$ cat src/rtl/counter8_ctrl_pkg.sv
// Shared types and constants for the counter8 job sequencer.
package counter8_ctrl_pkg;

  localparam int LEN_W_DEF  = 8;
  localparam int DATA_W_DEF = 8;

  // Requester IDs double as bit positions in the arbiter request/grant vectors.
  localparam logic REQ_ID_UP = 1'b0;
  localparam logic REQ_ID_DN = 1'b1;

  typedef enum logic [2:0] {
    ST_IDLE = 3'd0,
    ST_LOAD = 3'd1,
    ST_ARM  = 3'd2,
    ST_RUN  = 3'd3,
    ST_DONE = 3'd4,
    ST_ABRT = 3'd5
  } state_e;

endpackage

$ cat src/rtl/rr_arb2.sv
// Two-input round-robin arbiter; the registered pointer remembers the last winner.
module rr_arb2
  import counter8_ctrl_pkg::*;
(
  input  logic       clk,
  input  logic       rst,
  input  logic [1:0] req_i,
  input  logic       adv_i,
  output logic [1:0] gnt_o,
  output logic       last_o
);

  logic last_q, last_d;

  always_comb begin
    // NOTE: every output of a combinational block gets a default first, so no path leaves it unassigned and infers a latch.
    gnt_o  = 2'b00;
    last_d = last_q;
    case (req_i)
      2'b01:   gnt_o = 2'b01;
      2'b10:   gnt_o = 2'b10;
      2'b11:   gnt_o = (last_q == REQ_ID_DN) ? 2'b01 : 2'b10;
      default: gnt_o = 2'b00;
    endcase
    if (adv_i && (gnt_o != 2'b00)) begin
      last_d = gnt_o[REQ_ID_DN] ? REQ_ID_DN : REQ_ID_UP;
    end
  end

  always_ff @(posedge clk) begin
    // NOTE: clocked state uses non-blocking assignments so every flop samples pre-edge values.
    if (rst) begin
      last_q <= REQ_ID_DN;
    end else begin
      last_q <= last_d;
    end
  end

  assign last_o = last_q;

endmodule

$ cat src/rtl/counter8_ctrl.sv
// Job sequencer: arbitrates up/down jobs and drives the control pins of one counter8.
module counter8_ctrl
  import counter8_ctrl_pkg::*;
#(
  parameter int LEN_W  = LEN_W_DEF,
  parameter int DATA_W = DATA_W_DEF
) (
  input  logic              CLK,
  input  logic              RESET,
  input  logic              REQ_UP,
  input  logic [DATA_W-1:0] START_UP,
  input  logic [LEN_W-1:0]  LEN_UP,
  input  logic              REQ_DN,
  input  logic [DATA_W-1:0] START_DN,
  input  logic [LEN_W-1:0]  LEN_DN,
  input  logic              PAUSE,
  input  logic              ABORT,
  output logic              GNT_UP,
  output logic              GNT_DN,
  output logic              DONE_UP,
  output logic              DONE_DN,
  output logic              ABT_UP,
  output logic              ABT_DN,
  output logic              BUSY,
  output logic              CNT_INC_START,
  output logic              CNT_INC_END,
  output logic              CNT_DEC_START,
  output logic              CNT_DEC_END,
  output logic              CNT_MODE_SEL,
  output logic              CNT_CLR,
  output logic              CNT_HOLD,
  output logic              CNT_LOAD,
  output logic [DATA_W-1:0] CNT_DIN
);

  state_e              state_q, state_d;
  logic [DATA_W-1:0]   din_q, din_d;
  logic [LEN_W-1:0]    len_q, len_d;
  logic [LEN_W-1:0]    rem_q, rem_d;
  logic [1:0]          arb_req, arb_gnt;
  logic                last_win;
  logic                up_job;
  logic                final_step;

  // Requests are only offered to the arbiter when a grant is actually allowed.
  assign arb_req = {REQ_DN, REQ_UP} & {2{(state_q == ST_IDLE) && !ABORT && !RESET}};

  rr_arb2 u_arb (
    .clk    (CLK),
    .rst    (RESET),
    .req_i  (arb_req),
    .adv_i  (state_q == ST_IDLE),
    .gnt_o  (arb_gnt),
    .last_o (last_win)
  );

  // The last winner is also the owner of the job in flight, and fixes its direction.
  assign up_job     = (last_win == REQ_ID_UP);
  assign final_step = (state_q == ST_RUN) && !PAUSE && !ABORT && (rem_q == LEN_W'(1));

  always_comb begin
    state_d = state_q;
    din_d   = din_q;
    len_d   = len_q;
    rem_d   = rem_q;
    case (state_q)
      ST_IDLE: begin
        if (arb_gnt != 2'b00) begin
          din_d   = arb_gnt[REQ_ID_UP] ? START_UP : START_DN;
          len_d   = arb_gnt[REQ_ID_UP] ? LEN_UP : LEN_DN;
          state_d = ST_LOAD;
        end
      end
      ST_LOAD: state_d = (len_q != '0) ? ST_ARM : ST_DONE;
      ST_ARM: begin
        rem_d   = len_q;
        state_d = ST_RUN;
      end
      ST_RUN: begin
        if (!PAUSE) begin
          rem_d = rem_q - LEN_W'(1);
          if (rem_q == LEN_W'(1)) state_d = ST_DONE;
        end
      end
      ST_DONE: state_d = ST_IDLE;
      ST_ABRT: state_d = ST_IDLE;
      default: state_d = ST_IDLE;
    endcase
    if (ABORT && (state_q inside {ST_LOAD, ST_ARM, ST_RUN, ST_DONE})) begin
      state_d = ST_ABRT;
    end
  end

  always_ff @(posedge CLK) begin
    if (RESET) begin
      state_q <= ST_IDLE;
      din_q   <= '0;
      len_q   <= '0;
      rem_q   <= '0;
    end else begin
      state_q <= state_d;
      din_q   <= din_d;
      len_q   <= len_d;
      rem_q   <= rem_d;
    end
  end

  always_comb begin
    GNT_UP        = arb_gnt[REQ_ID_UP];
    GNT_DN        = arb_gnt[REQ_ID_DN];
    DONE_UP       = (state_q == ST_DONE) && up_job;
    DONE_DN       = (state_q == ST_DONE) && !up_job;
    ABT_UP        = (state_q == ST_ABRT) && up_job;
    ABT_DN        = (state_q == ST_ABRT) && !up_job;
    BUSY          = (state_q != ST_IDLE);
    CNT_LOAD      = (state_q == ST_LOAD);
    CNT_INC_START = (state_q == ST_ARM) && up_job;
    CNT_DEC_START = (state_q == ST_ARM) && !up_job;
    CNT_INC_END   = final_step && up_job;
    CNT_DEC_END   = final_step && !up_job;
    CNT_HOLD      = (state_q == ST_RUN) && PAUSE;
    CNT_CLR       = (state_q == ST_ABRT);
    CNT_MODE_SEL  = up_job;
    CNT_DIN       = din_q;
  end

endmodule

$ cat config.mk
export PLATFORM = sky130hd
export DESIGN_NAME = counter8_ctrl
export DESIGN_NICKNAME = d
export VERILOG_FILES = /design/src/rtl/counter8_ctrl_pkg.sv /design/src/rtl/rr_arb2.sv /design/src/rtl/counter8_ctrl.sv
export SDC_FILE = /design/constraint.sdc
export NUM_CORES = 1
export LEC_CHECK = 0
export CAP_MARGIN = 20
export CORE_MARGIN = 2
export CORE_UTILIZATION = 56
export CTS_CLUSTER_SIZE = 25
export DETAILED_ROUTE_END_ITERATION = 8
export DONT_BUFFER_PORTS = 1
export PLACE_DENSITY = 0.74
export SETUP_SLACK_MARGIN = 0.4
export SYNTH_ARGS = -nofsm -noshare
export SYNTH_HDL_FRONTEND = slang
export SYNTH_SLANG_ARGS = --single-unit
$ cat constraint.sdc
create_clock -name CLK -period 1.55 [get_ports CLK]
set_input_delay 0.31 -clock CLK [delete_from_list [all_inputs] [get_ports CLK]]
set_output_delay 0.31 -clock CLK [all_outputs]
set_load 0.005 [all_outputs]
==> results of run 1 <==
## stage by stage
step / setup TNS, ns / cell area, sq um / util / hold slack (ns) / setup WS (ns)
after CTS: -6.48 / 2380 / 0.869 / 0.0216 / -0.364
after detailed placement: -0.922 / 1870 / 0.685 / 0.375 / -0.0781
after global placement: -0.526 / 1870 / 0.685 / 0.373 / -0.0509
after floorplan: 0 / 1720 / - / 0.382 / 0.00340
## cell families after synthesis
kind of cell	Yosys count
and+or+nand+nor	60
muxes	15
AOI/OAI and AO/OA	66
DFF	28
buffers and inverters	18
adders and majority gates	2
## timing repair
item / CTS
buffers inserted: 19
pin swaps: 17
resized for setup: 60
cloned: 5
setup endpoints to repair: 43
## cell usage after synthesis, types with 4 or more instances
library cell  instances  area, sq um
and2_1                5         31.3
dfxtp_1              28          561
nor2_1               15         56.3
o21ai_1              14         70.1
mux2i_1              14          140
nand2_1               8         30.0
o21ai_0               8         40.0
a21oi_2              14          123
nand3_1               4         20.0
clkbuf_1              4         15.0
a21oi_1               7         35.0
nor3_1                9         45.0
inv_1                 8         30.0
==> impl_results.md, run 1 <==
- Last stage: global routing
- #FFs+latches synth: 28
- Die X: 57.6 um
- Status: aborted with a tool error
- Largest net degree at the start of global routing: 16
- Synth Area in Simple Gates: 0.205
- Initial antenna violation count: 0
- Cts bufs inserted: 3
- Compound-Gate Fraction of Synth Area: 0.281
- Cell count after synthesis: 189
- Placed Cells: 232
- Main combinational cell family by area after synthesis: compound AO/OA/AOI/OAI gates
- Htree depth: 1
- Post-synth EDFFs: 0
- Num Clock Sinks: 28
- Multiplexer share of the synthesized area: 0.0942
- Placer Congestion: 0.834
- Sequential fraction of the synthesis area: 0.349
- IO Port Bufs: 0
- Bufs on Longest Clock Path: 2
- Row count: 19
- Synth warn: 0
- First Err: [ERROR DPL-0033] detailed placement checks failed during check placement.
- DPL Wire Length: 2.83 mm
- # IOs: 61
- XOR/XNOR Fraction of Synth Area: 0
- Mean Syn Cell Area: 8.51 sq um
- Syn nets: 229
- Worst EP Category: output port
- Predominant post-synthesis flop cell: dfxtp_1
- Initial Util: 0.588
- Cell area after synthesis: 1610 sq um
- Worst_ep grt: CNT_DEC_END
- Die height: 57.6 um
- Post-CTS Hold Fix Bufs: 0
- Synth unique cells: 44
- FFs w/ async S/R, synth: 0
- Clock Tree Root: clkbuf_4
- Post-synthesis adder-cell area fraction: 0.0156
==> inputs of run 2 (changes only) <==
--- a/config.mk
+++ b/config.mk
@@ -7,12 +7,10 @@
 export LEC_CHECK = 0
 export CAP_MARGIN = 20
 export CORE_MARGIN = 2
-export CORE_UTILIZATION = 56
-export CTS_CLUSTER_SIZE = 25
+export CORE_UTILIZATION = 40
 export DETAILED_ROUTE_END_ITERATION = 8
 export DONT_BUFFER_PORTS = 1
-export PLACE_DENSITY = 0.74
-export SETUP_SLACK_MARGIN = 0.4
+export PLACE_DENSITY_LB_ADDON = 0.15
 export SYNTH_ARGS = -nofsm -noshare
 export SYNTH_HDL_FRONTEND = slang
 export SYNTH_SLANG_ARGS = --single-unit
==> constraint.sdc (replaced) <==
create_clock -name CLK -period 2.02 [get_ports CLK]
set_input_delay 0.404 -clock CLK [delete_from_list [all_inputs] [get_ports CLK]]
set_output_delay 0.404 -clock CLK [all_outputs]
set_load 0.005 [all_outputs]
==> run 2 against run 1 <==
  * The flow now finishes without violations
  * Synthesized area unchanged
  * Synthesized cell count unchanged
==> impl_results.md, run 2 <==
- Status: finished clean
- Hold Vio Cnt, Final: 0
- Worst Hold End: rem_q[0]
- Synth Area in Simple Gates: 0.205
- Die area: 4540 sq um
- FFs w/ async S/R, synth: 0
- Clk pwr share: 0.244
- Final core utilization: 0.453
- Hold WC Path Type: input port to register
- Initial antenna violation count: 0
- Tmin final: 1.97 ns
- Row count: 23
- Yosys top cell area share: 0.349
- Capturing point of the worst reg2reg path: CNT_DIN[6]
- IO Port Bufs: 0
- P_sw: 0.000357 W
- HP Start: RESET
- Combinational share of power: 0.231
- Clock Tree Root: clkbuf_8
- Clk_lat worst skew: 0.27 ns
- P&R area growth vs syn: 11.0%
- Die X: 67.4 um
- First-pass GRT wire length: 5.89 mm
- Most frequent cell after synthesis: dfxtp_1
- Max-Cap Viols: 0
- Peak supply drop: 0.000305 V
- Layout Nets: 236
- Bufs on Longest Clock Path: 2
- Predominant post-synthesis flop cell: dfxtp_1
- First-pass iteration count of the detailed router: 4
- Cell count after synthesis: 189
- Launching point of the worst reg2reg path: state_q[2]
- Main combinational cell family by area after synthesis: compound AO/OA/AOI/OAI gates
- Worst-Margin Slew: 0.499 ns
- Crit path DAT: 1.57 ns
- Cts bufs inserted: 3
- Power Internal: 0.000853 W
- Syn nets: 229
- Reg2Reg Depth: 6
- Switch share: 0.295
- Num Clock Sinks: 28
- Fin crit share: 0.975
- Die height: 67.4 um
- Routed length per instance: 14.9 um
- Post-CTS Hold Fix Bufs: 0
- XOR/XNOR Fraction of Synth Area: 0
- Largest area contributor in the netlist: dfxtp_1
- Reg2Reg Setup Slack: 0.17 ns
- Largest net degree at the start of global routing: 18
- Clk slew on worst S/H paths: 0.09 ns
- ANT nets after route: 0
- Post-route insts no fill: 244
- Mean Syn Cell Area: 8.51 sq um
- Achievable clock frequency: 508 MHz
- Critical setup path kind: register to primary output
- TritonCTS clock tree: yes
- WHS Path Cells: 1
- Compound-Gate Fraction of Synth Area: 0.281
- CP startpoint kind: register
- Pleak: 0.655 nW
- Slew Limit Fails: 0
- Synth warn: 0
- Multiplexer share of the synthesized area: 0.0942
- Htree depth: 1
- Total track usage: 0.170
- Worst endpoint required time: 1.62 ns
- Final Routed Wirelength: 3.63 mm
- First DRT Iteration DRCs: 97
- Commonest cells in the netlist: 28 x dfxtp_1, 15 x nor2_1, 14 x a21oi_2, 14 x mux2i_1, 14 x o21ai_1
- Leading post-synthesis cells by cell area: dfxtp_1 35%, mux2i_1 8.7%, a21oi_2 7.6%, o21ai_1 4.4%, nor2_1 3.5%
- Layout cells sized above 1: 0.216
- DR vias: 1404
- # IOs: 61
- Setup TNS: 0 ns
- Post-synth EDFFs: 0
- Kind of end point of the critical path: primary output
- Dpl ws: 0.184 ns
- Seq pwr share: 0.524
- Remaining global-route overflow: 0
- #FFs+latches synth: 28
- Most common cell after layout, fill and taps aside: dfxtp_1
- DR vias/cell: 5.75
- Setup Viol. Count Final: 0
- DPL Wire Length: 2.75 mm
- Worst Skew: 0.00236 ns
- Cell area after synthesis: 1610 sq um
- Placer Congestion: 0.837
- Residual DRC: 0
- Placed Cells: 239
- Initial Util: 0.408
- Core ar.: 3940 sq um
- Vias in the first global route: 1307
- Synth unique cells: 44
- P per Cell Area: 678 nW/um^2
- Sequential fraction of the synthesis area: 0.349
- Critical Path Fanout Max: 4
- Most frequent cells in the layout: 25 x dfxtp_1, 15 x nor2_1, 14 x mux2i_1, 14 x o21ai_1, 14 x a21oi_2
- Relative slew slack: 0.659
- Post-synthesis adder-cell area fraction: 0.0156
- Post-layout worst setup margin: 0.0496 ns
- Diodes inserted: 0
-- run 2: area by class of cell --
type,count,area [sq um]
Timing Repair Buffer,12,90.1
Tap cell,50,62.6
Sequential cell,28,564
Multi-Input combinational cell,143,996
Fill cell,384,2160
Inverter,8,30.0
Clock buffer,3,41.3
-- run 2: timing repair --
item / 4_1_cts / 5_1_grt
pin swaps: 0 / 2
resized for setup: 5 / 5
setup endpoints to repair: 3 / 3
buffers inserted: 0 / 2
-- run 2: per-stage QoR --
stage	area, sq um	power, W	hold slack [ns]
finish	1780	0.00121	0.191
global route	1780	0.00129	0.165
CTS	1750	0.00121	0.185
detailed placement	1690	0.000911	0.471
global placement	1690	0.000906	0.468
floorplan	1610	0.000856	0.447
-- run 2: worst max-delay path by stage --
stage / to / slack, ns / from
floorplan: GNT_DN / 0.28 / state_q[2]
global placement: GNT_DN / 0.17 / state_q[1]
detailed placement: GNT_DN / 0.18 / state_q[1]
CTS: CNT_DEC_END / -0.03 / rem_q[4]
global route: CNT_DEC_END / -0.0003 / rem_q[3]
finish: CNT_DEC_END / 0.05 / rem_q[3]
-- run 2: power by group through the flow --
stage / sequential, W / clock, W / combinational (W)
finish: 0.000634 / 0.000296 / 0.000280
global route: 0.000642 / 0.000336 / 0.000310
CTS: 0.000634 / 0.000305 / 0.000272
detailed placement: 0.000645 / 0 / 0.000266
global placement: 0.000644 / 0 / 0.000262
floorplan: 0.000635 / 0 / 0.000221
-- run 2: cells by family after synthesis --
logic type / after synthesis
AOI/OAI and AO/OA: 66
and+or+nand+nor: 60
DFF: 28
buffers and inverters: 18
muxes: 15
adders and majority gates: 2
-- run 2: worst max-delay path, cell delays in order (launching register included) --
cell and delay, ns:
dfxtp_1 0.35, nor3_2 0.22, nand4b_1 0.18, or3_4 0.39, nor3_2 0.15
-- run 2: layer usage --
metal / track usage / vias to the layer above / wire length (um)
met5: 0 / - / 0
met4: 0.0612 / 0 / 49
met3: 0.0350 / 7 / 199
met2: 0.285 / 41 / 1760
met1: 0.216 / 645 / 1620
li1: - / 711 / -
Power figures use the tool's default switching activity.
